===== config.mk =====
export PLATFORM = sky130hd
export DESIGN_NAME = n2r_slice_ctrl_flat
export DESIGN_NICKNAME = d
export VERILOG_FILES = /design/src/rtl/n2r_slice_ctrl_pkg.sv /design/src/rtl/n2r_slice_ctrl_if.sv /design/src/rtl/n2r_slice_ctrl_load_seq.sv /design/src/rtl/n2r_slice_ctrl.sv /design/src/flat_wrapper.sv
export SDC_FILE = /design/constraint.sdc
export NUM_CORES = 1
export LEC_CHECK = 0
export ABC_CLOCK_PERIOD_IN_PS = 2900
export CAP_MARGIN = 5
export CORE_ASPECT_RATIO = 1.75
export CORE_MARGIN = 2
export CORE_UTILIZATION = 52
export DETAILED_ROUTE_END_ITERATION = 16
export PLACE_DENSITY = 0.78
export SLEW_MARGIN = 15
export SYNTH_ARGS = -nofsm -noshare
export SYNTH_HDL_FRONTEND = slang
export SYNTH_SLANG_ARGS = --single-unit

===== constraint.sdc =====
create_clock -name clk -period 2.9 [get_ports clk]
set_input_delay 0.435 -clock clk [delete_from_list [all_inputs] [get_ports clk]]
set_output_delay 0.435 -clock clk [all_outputs]
set_load 0.05 [all_outputs]

===== src/rtl/n2r_slice_ctrl_pkg.sv =====
// ============================================================================
// Module : n2r_pkg
// Brief  : Shared state encoding and geometry helpers for the N2R slice path.
// Rev    : 1.0  initial release
// ============================================================================
`default_nettype none

package n2r_pkg;

   typedef enum logic [2:0] {
      ST_IDLE  = 3'd0,
      ST_FILL  = 3'd1,
      ST_LOAD  = 3'd2,
      ST_DRAIN = 3'd3,
      ST_DONE  = 3'd4
   } n2r_state_e;

   function automatic int slice_rows(input int block_size, input int num_cores);
      return block_size * num_cores;
   endfunction

   function automatic int chunks_per_row(input int col, input int block_size);
      return col / block_size;
   endfunction

   function automatic int num_slices(input int row, input int slice_rows_i);
      return (row + slice_rows_i - 1) / slice_rows_i;
   endfunction

   // Index width that never collapses to zero for single-entry ranges.
   function automatic int width_of(input int n);
      return (n <= 1) ? 1 : $clog2(n);
   endfunction

endpackage

`default_nettype wire


===== src/rtl/n2r_slice_ctrl_if.sv =====
// ============================================================================
// Module : n2r_slice_ctrl_if
// Brief  : Row stream, row-RAM, slice-register and chunk handshake bundle.
// Rev    : 1.0  initial release
// ============================================================================
`default_nettype none

interface n2r_slice_ctrl_if
   import n2r_pkg::*;
#(
   parameter int ROW        = 6,
   parameter int COL        = 8,
   parameter int BLOCK_SIZE = 2,
   parameter int NUM_CORES  = 2
);

   localparam int c_aw = width_of(ROW);
   localparam int c_iw = width_of(slice_rows(BLOCK_SIZE, NUM_CORES));
   localparam int c_cw = width_of(chunks_per_row(COL, BLOCK_SIZE));

   logic            row_valid;
   logic            row_ready;
   logic            ram_we;
   logic [c_aw-1:0] ram_waddr;
   logic [c_aw-1:0] ram_raddr;
   logic            slice_we;
   logic [c_iw-1:0] slice_idx;
   logic            slice_pad;
   logic [c_cw-1:0] chunk_idx;
   logic            out_valid;
   logic            out_ready;
   logic            slice_done;

   modport master (
      input  row_valid, out_ready,
      output row_ready, ram_we, ram_waddr, ram_raddr,
             slice_we, slice_idx, slice_pad,
             chunk_idx, out_valid, slice_done
   );

   modport slave (
      output row_valid, out_ready,
      input  row_ready, ram_we, ram_waddr, ram_raddr,
             slice_we, slice_idx, slice_pad,
             chunk_idx, out_valid, slice_done
   );

endinterface

`default_nettype wire


===== src/rtl/n2r_slice_ctrl_load_seq.sv =====
// ============================================================================
// Module : n2r_load_seq
// Brief  : LOAD-phase sequencer: row-RAM reads, delayed slice captures.
// Rev    : 1.0  initial release
// ============================================================================
`default_nettype none

module n2r_load_seq #(
   parameter int ROW        = 6,
   parameter int AW         = 3,
   parameter int SLICE_ROWS = 4,
   parameter int IW         = 2
) (
   input  logic          clk,
   input  logic          rst,
   input  logic          i_go,
   input  logic [AW:0]   i_base,
   output logic [AW-1:0] o_raddr,
   output logic          o_slice_we,
   output logic [IW-1:0] o_slice_idx,
   output logic          o_slice_pad,
   output logic          o_last_cap
);

   localparam logic [IW-1:0] c_last_k = IW'(SLICE_ROWS - 1);

   logic          r_rd_active;
   logic [IW-1:0] r_rd_k;
   logic          r_rd_pad;
   logic [AW:0]   r_base;
   logic [AW-1:0] r_raddr;
   logic          r_cap_we;
   logic [IW-1:0] r_cap_idx;
   logic          r_cap_pad;

   logic [AW:0]   w_sel_base;
   logic [IW-1:0] w_sel_k;
   logic [31:0]   w_pos;
   logic          w_pad;
   logic [AW-1:0] w_addr;

   // Position of the read issued next cycle; rows past ROW read address 0 and are padded.
   always_comb begin
      w_sel_base = i_go ? i_base : r_base;
      w_sel_k    = i_go ? '0 : r_rd_k + IW'(1);
      w_pos      = 32'(w_sel_base) + 32'(w_sel_k);
      w_pad      = (w_pos >= 32'(ROW));
      w_addr     = w_pad ? '0 : w_pos[AW-1:0];
   end

   always_ff @(posedge clk) begin
      if (rst) begin
         r_rd_active <= 1'b0;
         r_rd_k      <= '0;
         r_rd_pad    <= 1'b0;
         r_base      <= '0;
         r_raddr     <= '0;
         r_cap_we    <= 1'b0;
         r_cap_idx   <= '0;
         r_cap_pad   <= 1'b0;
      end else begin
         r_cap_we  <= r_rd_active;
         r_cap_idx <= r_rd_active ? r_rd_k : '0;
         r_cap_pad <= r_rd_active & r_rd_pad;
         if (i_go) begin
            r_base      <= i_base;
            r_rd_active <= 1'b1;
            r_rd_k      <= '0;
            r_rd_pad    <= w_pad;
            r_raddr     <= w_addr;
         end else if (r_rd_active) begin
            if (r_rd_k == c_last_k) begin
               r_rd_active <= 1'b0;
               r_rd_k      <= '0;
               r_rd_pad    <= 1'b0;
               r_raddr     <= '0;
            end else begin
               r_rd_k   <= w_sel_k;
               r_rd_pad <= w_pad;
               r_raddr  <= w_addr;
            end
         end
      end
   end

   assign o_raddr     = r_raddr;
   assign o_slice_we  = r_cap_we;
   assign o_slice_idx = r_cap_idx;
   assign o_slice_pad = r_cap_pad;
   assign o_last_cap  = r_cap_we & (r_cap_idx == c_last_k);

endmodule

`default_nettype wire


===== src/rtl/n2r_slice_ctrl.sv =====
// ============================================================================
// Module : n2r_slice_ctrl
// Brief  : Fill/load/drain sequencer for the normal-to-ready reshaping path.
//          Define N2R_STALL_CNT_EN to add the stall_cycles output counter.
// Rev    : 1.0  initial release
// ============================================================================
`default_nettype none

module n2r_slice_ctrl
   import n2r_pkg::*;
#(
   parameter int ROW        = 6,
   parameter int COL        = 8,
   parameter int BLOCK_SIZE = 2,
   parameter int NUM_CORES  = 2
) (
   input  logic             clk,
   input  logic             rst,
   input  logic             start,
   n2r_slice_ctrl_if.master bus,
   output logic             busy,
   output logic             done
`ifdef N2R_STALL_CNT_EN
   ,
   output logic [31:0]      stall_cycles
`endif
);

   localparam int c_slice_rows = slice_rows(BLOCK_SIZE, NUM_CORES);
   localparam int c_chunks     = chunks_per_row(COL, BLOCK_SIZE);
   localparam int c_num_slices = num_slices(ROW, c_slice_rows);
   localparam int c_aw         = width_of(ROW);
   localparam int c_iw         = width_of(c_slice_rows);
   localparam int c_cw         = width_of(c_chunks);
   localparam int c_sw         = width_of(c_num_slices);

   localparam logic [c_aw-1:0] c_last_row   = c_aw'(ROW - 1);
   localparam logic [c_cw-1:0] c_last_chunk = c_cw'(c_chunks - 1);
   localparam logic [c_sw-1:0] c_last_slice = c_sw'(c_num_slices - 1);
   localparam logic [c_aw:0]   c_slice_step = (c_aw + 1)'(c_slice_rows);

   n2r_state_e      r_state;
   logic            r_row_ready;
   logic [c_aw-1:0] r_wr_cnt;
   logic [c_cw-1:0] r_chunk_cnt;
   logic [c_sw-1:0] r_slice_cnt;
   logic [c_aw:0]   r_slice_base;
   logic            r_out_valid;
   logic            r_busy;
   logic            r_done;

   logic            w_row_acc;
   logic            w_hs;
   logic            w_chunk_last;
   logic            w_pass_last;
   logic            w_fill_last;
   logic            w_load_go;
   logic [c_aw:0]   w_next_base;
   logic [c_aw:0]   w_load_base;
   logic [c_aw-1:0] w_raddr;
   logic            w_slice_we;
   logic [c_iw-1:0] w_slice_idx;
   logic            w_slice_pad;
   logic            w_last_cap;

   // row_ready and out_valid are only ever high in FILL and DRAIN, so they gate their states.
   assign w_row_acc    = bus.row_valid & r_row_ready;
   assign w_hs         = r_out_valid & bus.out_ready;
   assign w_chunk_last = w_hs & (r_chunk_cnt == c_last_chunk);
   assign w_pass_last  = w_chunk_last & (r_slice_cnt == c_last_slice);
   assign w_fill_last  = w_row_acc & (r_wr_cnt == c_last_row);
   assign w_load_go    = w_fill_last | (w_chunk_last & ~w_pass_last);
   assign w_next_base  = r_slice_base + c_slice_step;
   assign w_load_base  = (r_state == ST_FILL) ? '0 : w_next_base;

   n2r_load_seq #(
      .ROW        (ROW),
      .AW         (c_aw),
      .SLICE_ROWS (c_slice_rows),
      .IW         (c_iw)
   ) u_load_seq (
      .clk         (clk),
      .rst         (rst),
      .i_go        (w_load_go),
      .i_base      (w_load_base),
      .o_raddr     (w_raddr),
      .o_slice_we  (w_slice_we),
      .o_slice_idx (w_slice_idx),
      .o_slice_pad (w_slice_pad),
      .o_last_cap  (w_last_cap)
   );

   always_ff @(posedge clk) begin
      if (rst) begin
         r_state      <= ST_IDLE;
         r_row_ready  <= 1'b0;
         r_wr_cnt     <= '0;
         r_chunk_cnt  <= '0;
         r_slice_cnt  <= '0;
         r_slice_base <= '0;
         r_out_valid  <= 1'b0;
         r_busy       <= 1'b0;
         r_done       <= 1'b0;
      end else begin
         r_done <= 1'b0;
         case (r_state)
            ST_IDLE: begin
               if (start) begin
                  r_state      <= ST_FILL;
                  r_row_ready  <= 1'b1;
                  r_busy       <= 1'b1;
                  r_wr_cnt     <= '0;
                  r_chunk_cnt  <= '0;
                  r_slice_cnt  <= '0;
                  r_slice_base <= '0;
               end
            end
            ST_FILL: begin
               if (w_row_acc) begin
                  if (r_wr_cnt == c_last_row) begin
                     r_state     <= ST_LOAD;
                     r_row_ready <= 1'b0;
                  end else begin
                     r_wr_cnt <= r_wr_cnt + c_aw'(1);
                  end
               end
            end
            ST_LOAD: begin
               if (w_last_cap) begin
                  r_state     <= ST_DRAIN;
                  r_out_valid <= 1'b1;
               end
            end
            ST_DRAIN: begin
               if (w_hs) begin
                  if (r_chunk_cnt == c_last_chunk) begin
                     r_chunk_cnt <= '0;
                     r_out_valid <= 1'b0;
                     // Base stops at the last slice so it cannot overflow its width.
                     if (r_slice_cnt == c_last_slice) begin
                        r_state <= ST_DONE;
                        r_done  <= 1'b1;
                     end else begin
                        r_state      <= ST_LOAD;
                        r_slice_cnt  <= r_slice_cnt + c_sw'(1);
                        r_slice_base <= w_next_base;
                     end
                  end else begin
                     r_chunk_cnt <= r_chunk_cnt + c_cw'(1);
                  end
               end
            end
            ST_DONE: begin
               r_state <= ST_IDLE;
               r_busy  <= 1'b0;
            end
            default: begin
               r_state     <= ST_IDLE;
               r_busy      <= 1'b0;
               r_row_ready <= 1'b0;
               r_out_valid <= 1'b0;
            end
         endcase
      end
   end

`ifdef N2R_STALL_CNT_EN
   logic [31:0] r_stall_cnt;

   always_ff @(posedge clk) begin
      if (rst) begin
         r_stall_cnt <= '0;
      end else if ((r_state == ST_IDLE) && start) begin
         r_stall_cnt <= '0;
      end else if (r_out_valid && !bus.out_ready && (r_stall_cnt != '1)) begin
         r_stall_cnt <= r_stall_cnt + 32'd1;
      end
   end

   assign stall_cycles = r_stall_cnt;
`endif

   assign bus.row_ready  = r_row_ready;
   assign bus.ram_we     = w_row_acc;
   assign bus.ram_waddr  = r_wr_cnt;
   assign bus.ram_raddr  = w_raddr;
   assign bus.slice_we   = w_slice_we;
   assign bus.slice_idx  = w_slice_idx;
   assign bus.slice_pad  = w_slice_pad;
   assign bus.chunk_idx  = r_chunk_cnt;
   assign bus.out_valid  = r_out_valid;
   assign bus.slice_done = w_chunk_last;
   assign busy           = r_busy;
   assign done           = r_done;

endmodule

`default_nettype wire


===== src/flat_wrapper.sv =====
// flat-port wrapper written by rule: the top's interface ports become plain ports
module n2r_slice_ctrl_flat import n2r_pkg::*;
#(
   parameter int ROW        = 6,
   parameter int COL        = 8,
   parameter int BLOCK_SIZE = 2,
   parameter int NUM_CORES  = 2
)
  (clk, rst, start, busy, done, bus_row_valid, bus_out_ready, bus_row_ready, bus_ram_we, bus_ram_waddr, bus_ram_raddr, bus_slice_we, bus_slice_idx, bus_slice_pad, bus_chunk_idx, bus_out_valid, bus_slice_done);
  n2r_slice_ctrl_if #(.ROW(ROW), .COL(COL), .BLOCK_SIZE(BLOCK_SIZE), .NUM_CORES(NUM_CORES)) bus_i ();
  input  logic clk;
  input  logic rst;
  input  logic start;
  output logic busy;
  output logic done;
  input wire logic [$bits(bus_i.row_valid)-1:0] bus_row_valid;
  input wire logic [$bits(bus_i.out_ready)-1:0] bus_out_ready;
  output wire logic [$bits(bus_i.row_ready)-1:0] bus_row_ready;
  output wire logic [$bits(bus_i.ram_we)-1:0] bus_ram_we;
  output wire logic [$bits(bus_i.ram_waddr)-1:0] bus_ram_waddr;
  output wire logic [$bits(bus_i.ram_raddr)-1:0] bus_ram_raddr;
  output wire logic [$bits(bus_i.slice_we)-1:0] bus_slice_we;
  output wire logic [$bits(bus_i.slice_idx)-1:0] bus_slice_idx;
  output wire logic [$bits(bus_i.slice_pad)-1:0] bus_slice_pad;
  output wire logic [$bits(bus_i.chunk_idx)-1:0] bus_chunk_idx;
  output wire logic [$bits(bus_i.out_valid)-1:0] bus_out_valid;
  output wire logic [$bits(bus_i.slice_done)-1:0] bus_slice_done;
  assign bus_i.row_valid = bus_row_valid;
  assign bus_i.out_ready = bus_out_ready;
  assign bus_row_ready = bus_i.row_ready;
  assign bus_ram_we = bus_i.ram_we;
  assign bus_ram_waddr = bus_i.ram_waddr;
  assign bus_ram_raddr = bus_i.ram_raddr;
  assign bus_slice_we = bus_i.slice_we;
  assign bus_slice_idx = bus_i.slice_idx;
  assign bus_slice_pad = bus_i.slice_pad;
  assign bus_chunk_idx = bus_i.chunk_idx;
  assign bus_out_valid = bus_i.out_valid;
  assign bus_slice_done = bus_i.slice_done;
  n2r_slice_ctrl #(.ROW(ROW), .COL(COL), .BLOCK_SIZE(BLOCK_SIZE), .NUM_CORES(NUM_CORES)) u_core (.clk(clk), .rst(rst), .start(start), .bus(bus_i), .busy(busy), .done(done));
endmodule

---- Word-level counts from Yosys, hierarchy flattened ----
Index checks and enable logic that the tools add are counted.
storage, ports and cells
  flip-flop bits (word level) ............. 32
  input bits .............................. 5
  output and inout port bits .............. 18
  logic and storage cells ................. 125
operators by class
  add/sub/neg operators ................... 6
  magnitude comparators ................... 1
  eq/ne operators ......................... 16
  multiplexer cells ....................... 50
  bitwise logic cells ..................... 17
  reduce and logical (&&, ||, !) cells .... 18
operator list
  operator                                                           number
  two-way mux 3 bit                                                  14
  two-way mux 4 bit                                                  6
  two-way mux 1 bit                                                  17
  AND reduction 4 bit                                                4
  one-hot mux 3 bit (4 select lines)                                 1
  two-way mux 2 bit                                                  5
  != test 2 bit, second input constant                               5
  OR reduction 3 bit                                                 3
  AND 1 bit                                                          8
  NOT 1 bit                                                          8
  one-hot mux 4 bit (2 select lines)                                 1
  == test 2 bit, second input constant                               3
  == test 3 x 2 -> 1 bit, second input constant                      2
  == test 3 bit, second input constant                               2
  != test 2 x 1 -> 1 bit, second input constant                      3
  one-hot mux 1 bit (3 select lines)                                 2
  one-hot mux 3 bit (2 select lines)                                 1
  AND reduction 6 bit                                                1
  nonzero test 2 bit                                                 3
  adder 4 x 2 -> 5 bit                                               1
  greater-or-equal comparator 5 x 3 -> 1 bit, second input constant  1
  AND reduction 5 bit                                                1
  adder 2 x 1 -> 2 bit, second input constant                        2
  adder 4 x 3 -> 4 bit, second input constant                        1
  11 further kinds                                                   13

---- Longest topological paths before layout ----
  word-level depth ........................ 13
  mapped depth ............................ 13
  mapped depth without buffers ............ 13

---- Cells and area by module ----
A second synthesis with hierarchy kept.
unflattened totals
  cells, all modules ...................... 163
  area total of the unflattened synthesis .. 1,467.7 sq um
modules (own cells, without submodules)
  module          times used  cells each  area each (sq um)  seq. area each (sq um)
  n2r_slice_ctrl  1           100         819.5              300.3
  n2r_load_seq    1           63          648.1              300.3

---- Worst setup path before layout ----
OpenSTA, ideal clock, no wires.
  path type ............................... register to register
  start point ............................. register u_core.r_wr_cnt[0] (netlist: u_core.bus.ram_waddr[0])
  end point ............................... register u_core.u_load_seq.r_raddr[0] (netlist: u_core.u_load_seq.o_raddr[0])
  setup time .............................. 0.117 ns
  arrival time ............................ 2.639 ns
  data required time ...................... 2.783 ns
  setup slack ............................. 0.144 ns
  stages on the path, launching flop included .. 11
  buffers on the path ..................... 0
  clock period less this slack ............ 2.756 ns
  cell sequence ........................... dfxtp_1 -> ha_1 -> nand4_2 -> nand2_1 -> nor2_1 -> ha_1 -> inv_1 -> fa_1 -> o2111ai_2 -> nand3_2 -> a32o_1
between the ends
  word-level cells in the longest chain between the ends .. 10
  elaborated cells between the ends (all ways) .. 12
  classes of those cells .................. add/sub (1); order compare (1); eq/ne (1); mux (6); bitwise (2); reduce/logical (1)
RTL lines
  item                                                    line                                                          text
  start, declared                                         n2r_slice_ctrl.sv:44                                          logic [c_aw-1:0] r_wr_cnt;
  start signal, assigned                                  n2r_slice_ctrl.sv:124                                         r_wr_cnt <= r_wr_cnt + c_aw'(1);
  == test 3 bit (*)                                       n2r_slice_ctrl.sv:71                                          assign w_fill_last = w_row_acc & (r_wr_cnt == c_last_row);
  AND 1 bit (*)                                           n2r_slice_ctrl.sv:71
  OR 1 bit (*)                                            n2r_slice_ctrl.sv:72                                          assign w_load_go = w_fill_last | (w_chunk_last & ~w_pass_last);
  two-way mux 4 bit or two-way mux 2 bit (tied branches)  n2r_slice_ctrl_load_seq.sv:44, n2r_slice_ctrl_load_seq.sv:45
  adder 4 x 2 -> 5 bit                                    n2r_slice_ctrl_load_seq.sv:46                                 w_pos = 32'(w_sel_base) + 32'(w_sel_k);
  greater-or-equal comparator 5 x 3 -> 1 bit              n2r_slice_ctrl_load_seq.sv:47                                 w_pad = (w_pos >= 32'(ROW));
  two-way mux 3 bit                                       n2r_slice_ctrl_load_seq.sv:48                                 w_addr = w_pad ? '0 : w_pos[AW-1:0];
  two-way mux 3 bit                                       n2r_slice_ctrl_load_seq.sv:72                                 if (r_rd_k == c_last_k) begin
  two-way mux 3 bit                                       n2r_slice_ctrl_load_seq.sv:71                                 end else if (r_rd_active) begin
  two-way mux 3 bit                                       n2r_slice_ctrl_load_seq.sv:65                                 if (i_go) begin
  end signal, assigned                                    n2r_slice_ctrl_load_seq.sv:70                                 r_raddr <= w_addr;
  end signal, assigned                                    n2r_slice_ctrl_load_seq.sv:80                                 r_raddr <= w_addr;
  end, declared                                           n2r_slice_ctrl_load_seq.sv:31                                 logic [AW-1:0] r_raddr;
Mark *: on every way between the ends. The rest lies on a longest branch, timed or not. The select of a mux whose other input is x is not followed.
A chain may end at the register's enable or synchronous reset.

---- Worst setup path after layout ----
  start point ............................. input bus_out_ready
  end point ............................... output bus_slice_done
between the ends
  word-level cells in the longest chain between the ends .. 2
RTL lines
  item             line                  text
  start, declared  flat_wrapper.sv:17    input wire logic [$bits(bus_i.out_ready)-1:0] bus_out_ready;
  AND 1 bit        n2r_slice_ctrl.sv:68  assign w_hs = r_out_valid & bus.out_ready;
  AND 1 bit        n2r_slice_ctrl.sv:69  assign w_chunk_last = w_hs & (r_chunk_cnt == c_last_chunk);
  end, declared    flat_wrapper.sv:27    output wire logic [$bits(bus_i.slice_done)-1:0] bus_slice_done;
No other way between the ends.

==> metrics <==
synthesis-to-finish area growth=25.28%; Critical Path AT=2120 ps; H-tree Lvls=2; WP buf/inv=3; max-cap violation count=0; RSZ-0062 raised after global routing=no; vias in the first global route=about 1300; CTS Buffer Depth=2; drc violations=0; DRT Wirelength=between 2000 and 3000 µm; Yosys cell types=40; CTS tree=yes; Synth Cell Area=between 1000 and 1500 µm²; initial DRC count=20; final net count=~200; Crit path max-delay family=buffers and inverters; antenna viol nets, final=0; Post-Synth XOR/XNOR Area=1.837%; status=completed; Crit Path Class=input port to primary output; share of the synthesized area in the top cell type=41.99%; PD cells=roughly 500 nW/µm²; slowest cell on the critical path=clkdlybuf4s50_1; Slew @ Worst Pin=roughly 500 ps; Setup-failing EPs final=0; Syn Inst Count=approximately 160; DR WL/cell=13.71 µm; simple-gate share of the synthesized area=between 20% and 30%; IO Port Bufs=22; endpoint class of the critical path=primary output; post-cts resize count=0; Core ar.=2659 µm²; # IOs=23; DRT Pass-1 Iters=4; Die Ht=73.38 µm; total CTS buffers=5; Period Utilization, post-route=between 80% and 90%; Hold WC Path Type=register to register; Avg Cell Area, Syn=8.994 µm²; Post-Synth Adder-Cell Area=6.649%; Clk pin slew, worst setup/hold paths=60 ps; share of layout cells above drive strength 1=between 10% and 20%; register area share after synthesis=41.99%; worst setup margin=about 350 ps; Initial Utilization=~54%; leakage=0.7267 nW; mux share of post-synthesis cell area=under 10%; routed vias/inst=~5.7; gpl congestion=slightly above 0.8; DIE AREA=3202 µm²; CP Launch Type=input port; fin crit period=around 2600 ps; Post-Syn Nets=approximately 170; main combinational cell family by area after synthesis=simple AND/OR/NAND/NOR gates; post-route setup TNS=0 ps; DR vias=~1200; Final Hold Viols=0; largest net degree at the start of global routing=13; site row count=25; CTS root buffer=clkbuf_8; max incr delay on CP=between 800 and 900 ps; most common cell after layout, fill and taps aside=dfxtp_1; # diodes=0; setup slack at placement=slightly above 70 ps; Design Area, Final=~1800 µm²; Req. time, crit path=2470 ps; Clock Skew=a little under 6 ps; Max Slew Vio Count=0; Post-CTS Hold Buffers=0; critical path fanouts, max=4; postcts setup bufs=0; Synth Flop Type=dfxtp_1; Worst slew margin=roughly 67%; most frequent cells in the layout=30 x dfxtp_1, 22 x clkdlybuf4s50_1, 18 x nor2_1, 13 x a21oi_1, 10 x nand2_1; Yosys reg bits=30; total grt overflow=0; cell mode on critical path=clkdlybuf4s50_1; VDD IR-drop max=0.0003805 V; initial antenna violation count=0; worst skew pair latency=between 200 and 300 ps; HPWL Detailed=2287 µm; Ys Warns=0; Max Clk Rate=just under 0.4 GHz; first-pass GRT wire length=between 5000 and 6000 µm; compound-gate portion of the synthesized area=a little over an eighth; dpl cell area=around 1700 µm²; clock sink total=30; GRT Overall Usage=21.76%; final core occ=67.39%; Post-synth ARST share=0%; biggest area consumer among synthesized cells=dfxtp_1; Synth area leaders=dfxtp_1 42%, ha_1 5.2%, nor2_1 4.7%; Die W=~44 µm; Post-synth EDFFs=0; cells along the critical path=clkdlybuf4s50_1 > nand3_1 > inv_1 > clkdlybuf4s50_1
-- per-layer routing --
metal	wire [µm]	GRT usage (%)	part of all wire, %	up-vias
met2	1671	40.20	57	25
li1	-	-	-	605
met3	85	5.897	2.9	6
met1	1112	21.04	38	589
met5	0	0	0	-
met4	65	11.11	2.2	0
-- worst reg2reg max path, stage by stage, from the launching register on --
cell	delay (ps)
dfxtp_1	390
ha_1	200
nand4_2	160
and3_2	250
ha_1	190
inv_1	70
fa_1	450
inv_1	100
nand2_1	70
o2111ai_2	80
nand3_2	130
a32o_1	270
-- sequential cells by signal (all words and copies together) (netlist names), 2 cells and up --
name / count
u_core.bus.chunk_idx: 2
u_core.bus.ram_waddr: 3
u_core.r_slice_base: 2
u_core.r_state: 3
u_core.u_load_seq.o_raddr: 3
u_core.u_load_seq.o_slice_idx: 2
u_core.u_load_seq.r_base: 4
u_core.u_load_seq.r_rd_k: 2
-- final cells by class --
type | instances | area [µm²]
well taps | 27 | 33.78
fillers | 213 | 867.1
repair buffers | 26 | 250.2
multi-input cells | 114 | 764.5
clock buffers | 5 | 68.82
flip-flops and latches | 30 | 600.6
inverters | 9 | 33.78
clock inverters | 3 | 40.04
-- metrics by stage --
stage,total power [mW],hold WS (ps),std cells
floorplan,0.4755,416.7,159
global placement,0.4982,453.7,206
detailed placement,0.4999,457.3,206
CTS,0.9076,476.4,214
global route,0.9327,501.2,214
finish,0.8988,470.7,214
-- report_power, final --
part           switching [mW]  internal [mW]
combinational          0.0404         0.0258
clock                   0.156          0.252
sequential            0.00693          0.417
total                   0.203          0.696
-- path summary, 6_finish.rpt --
path                                                                 from                                         to  slack (ps)  cells past startpoint
worst max-delay path                                        bus_out_ready                             bus_slice_done         350                      4
worst min-delay path            u_core.u_load_seq.o_raddr[0]$_SDFFE_PP0P_  u_core.u_load_seq.o_raddr[0]$_SDFFE_PP0P_         470                      1
worst max register to register       u_core.bus.ram_waddr[0]$_SDFFE_PP0P_  u_core.u_load_seq.o_raddr[1]$_SDFFE_PP0P_         430                     11
worst min register to register  u_core.u_load_seq.o_raddr[0]$_SDFFE_PP0P_  u_core.u_load_seq.o_raddr[0]$_SDFFE_PP0P_         470                      1
-- synth_stat cells (2+ instances only) --
library cell	number
a32o_1	3
xnor2_1	3
inv_1	9
a21oi_1	13
and3_2	2
nor2b_1	2
mux2i_1	3
clkbuf_1	4
nor3_1	9
dfxtp_1	30
and2_1	5
nand3_1	3
nand4_1	2
nor4b_1	2
or3b_2	2
nand2b_1	4
ha_1	6
nand2_1	10
nor3b_1	2
or3_1	2
nor2_1	18
nand3b_1	2
o21ai_0	6
-- cells by family (layout without fill, tap and decap cells) --
kind of cell / Yosys count / count (layout)
mux: 3 / 3
compound gates: 29 / 29
flops: 30 / 30
fa+ha+maj: 7 / 7
xor+xnor: 3 / 3
buf+inv: 15 / 43
simple gates: 72 / 72
No activity file was read; power rests on OpenSTA's default activity.
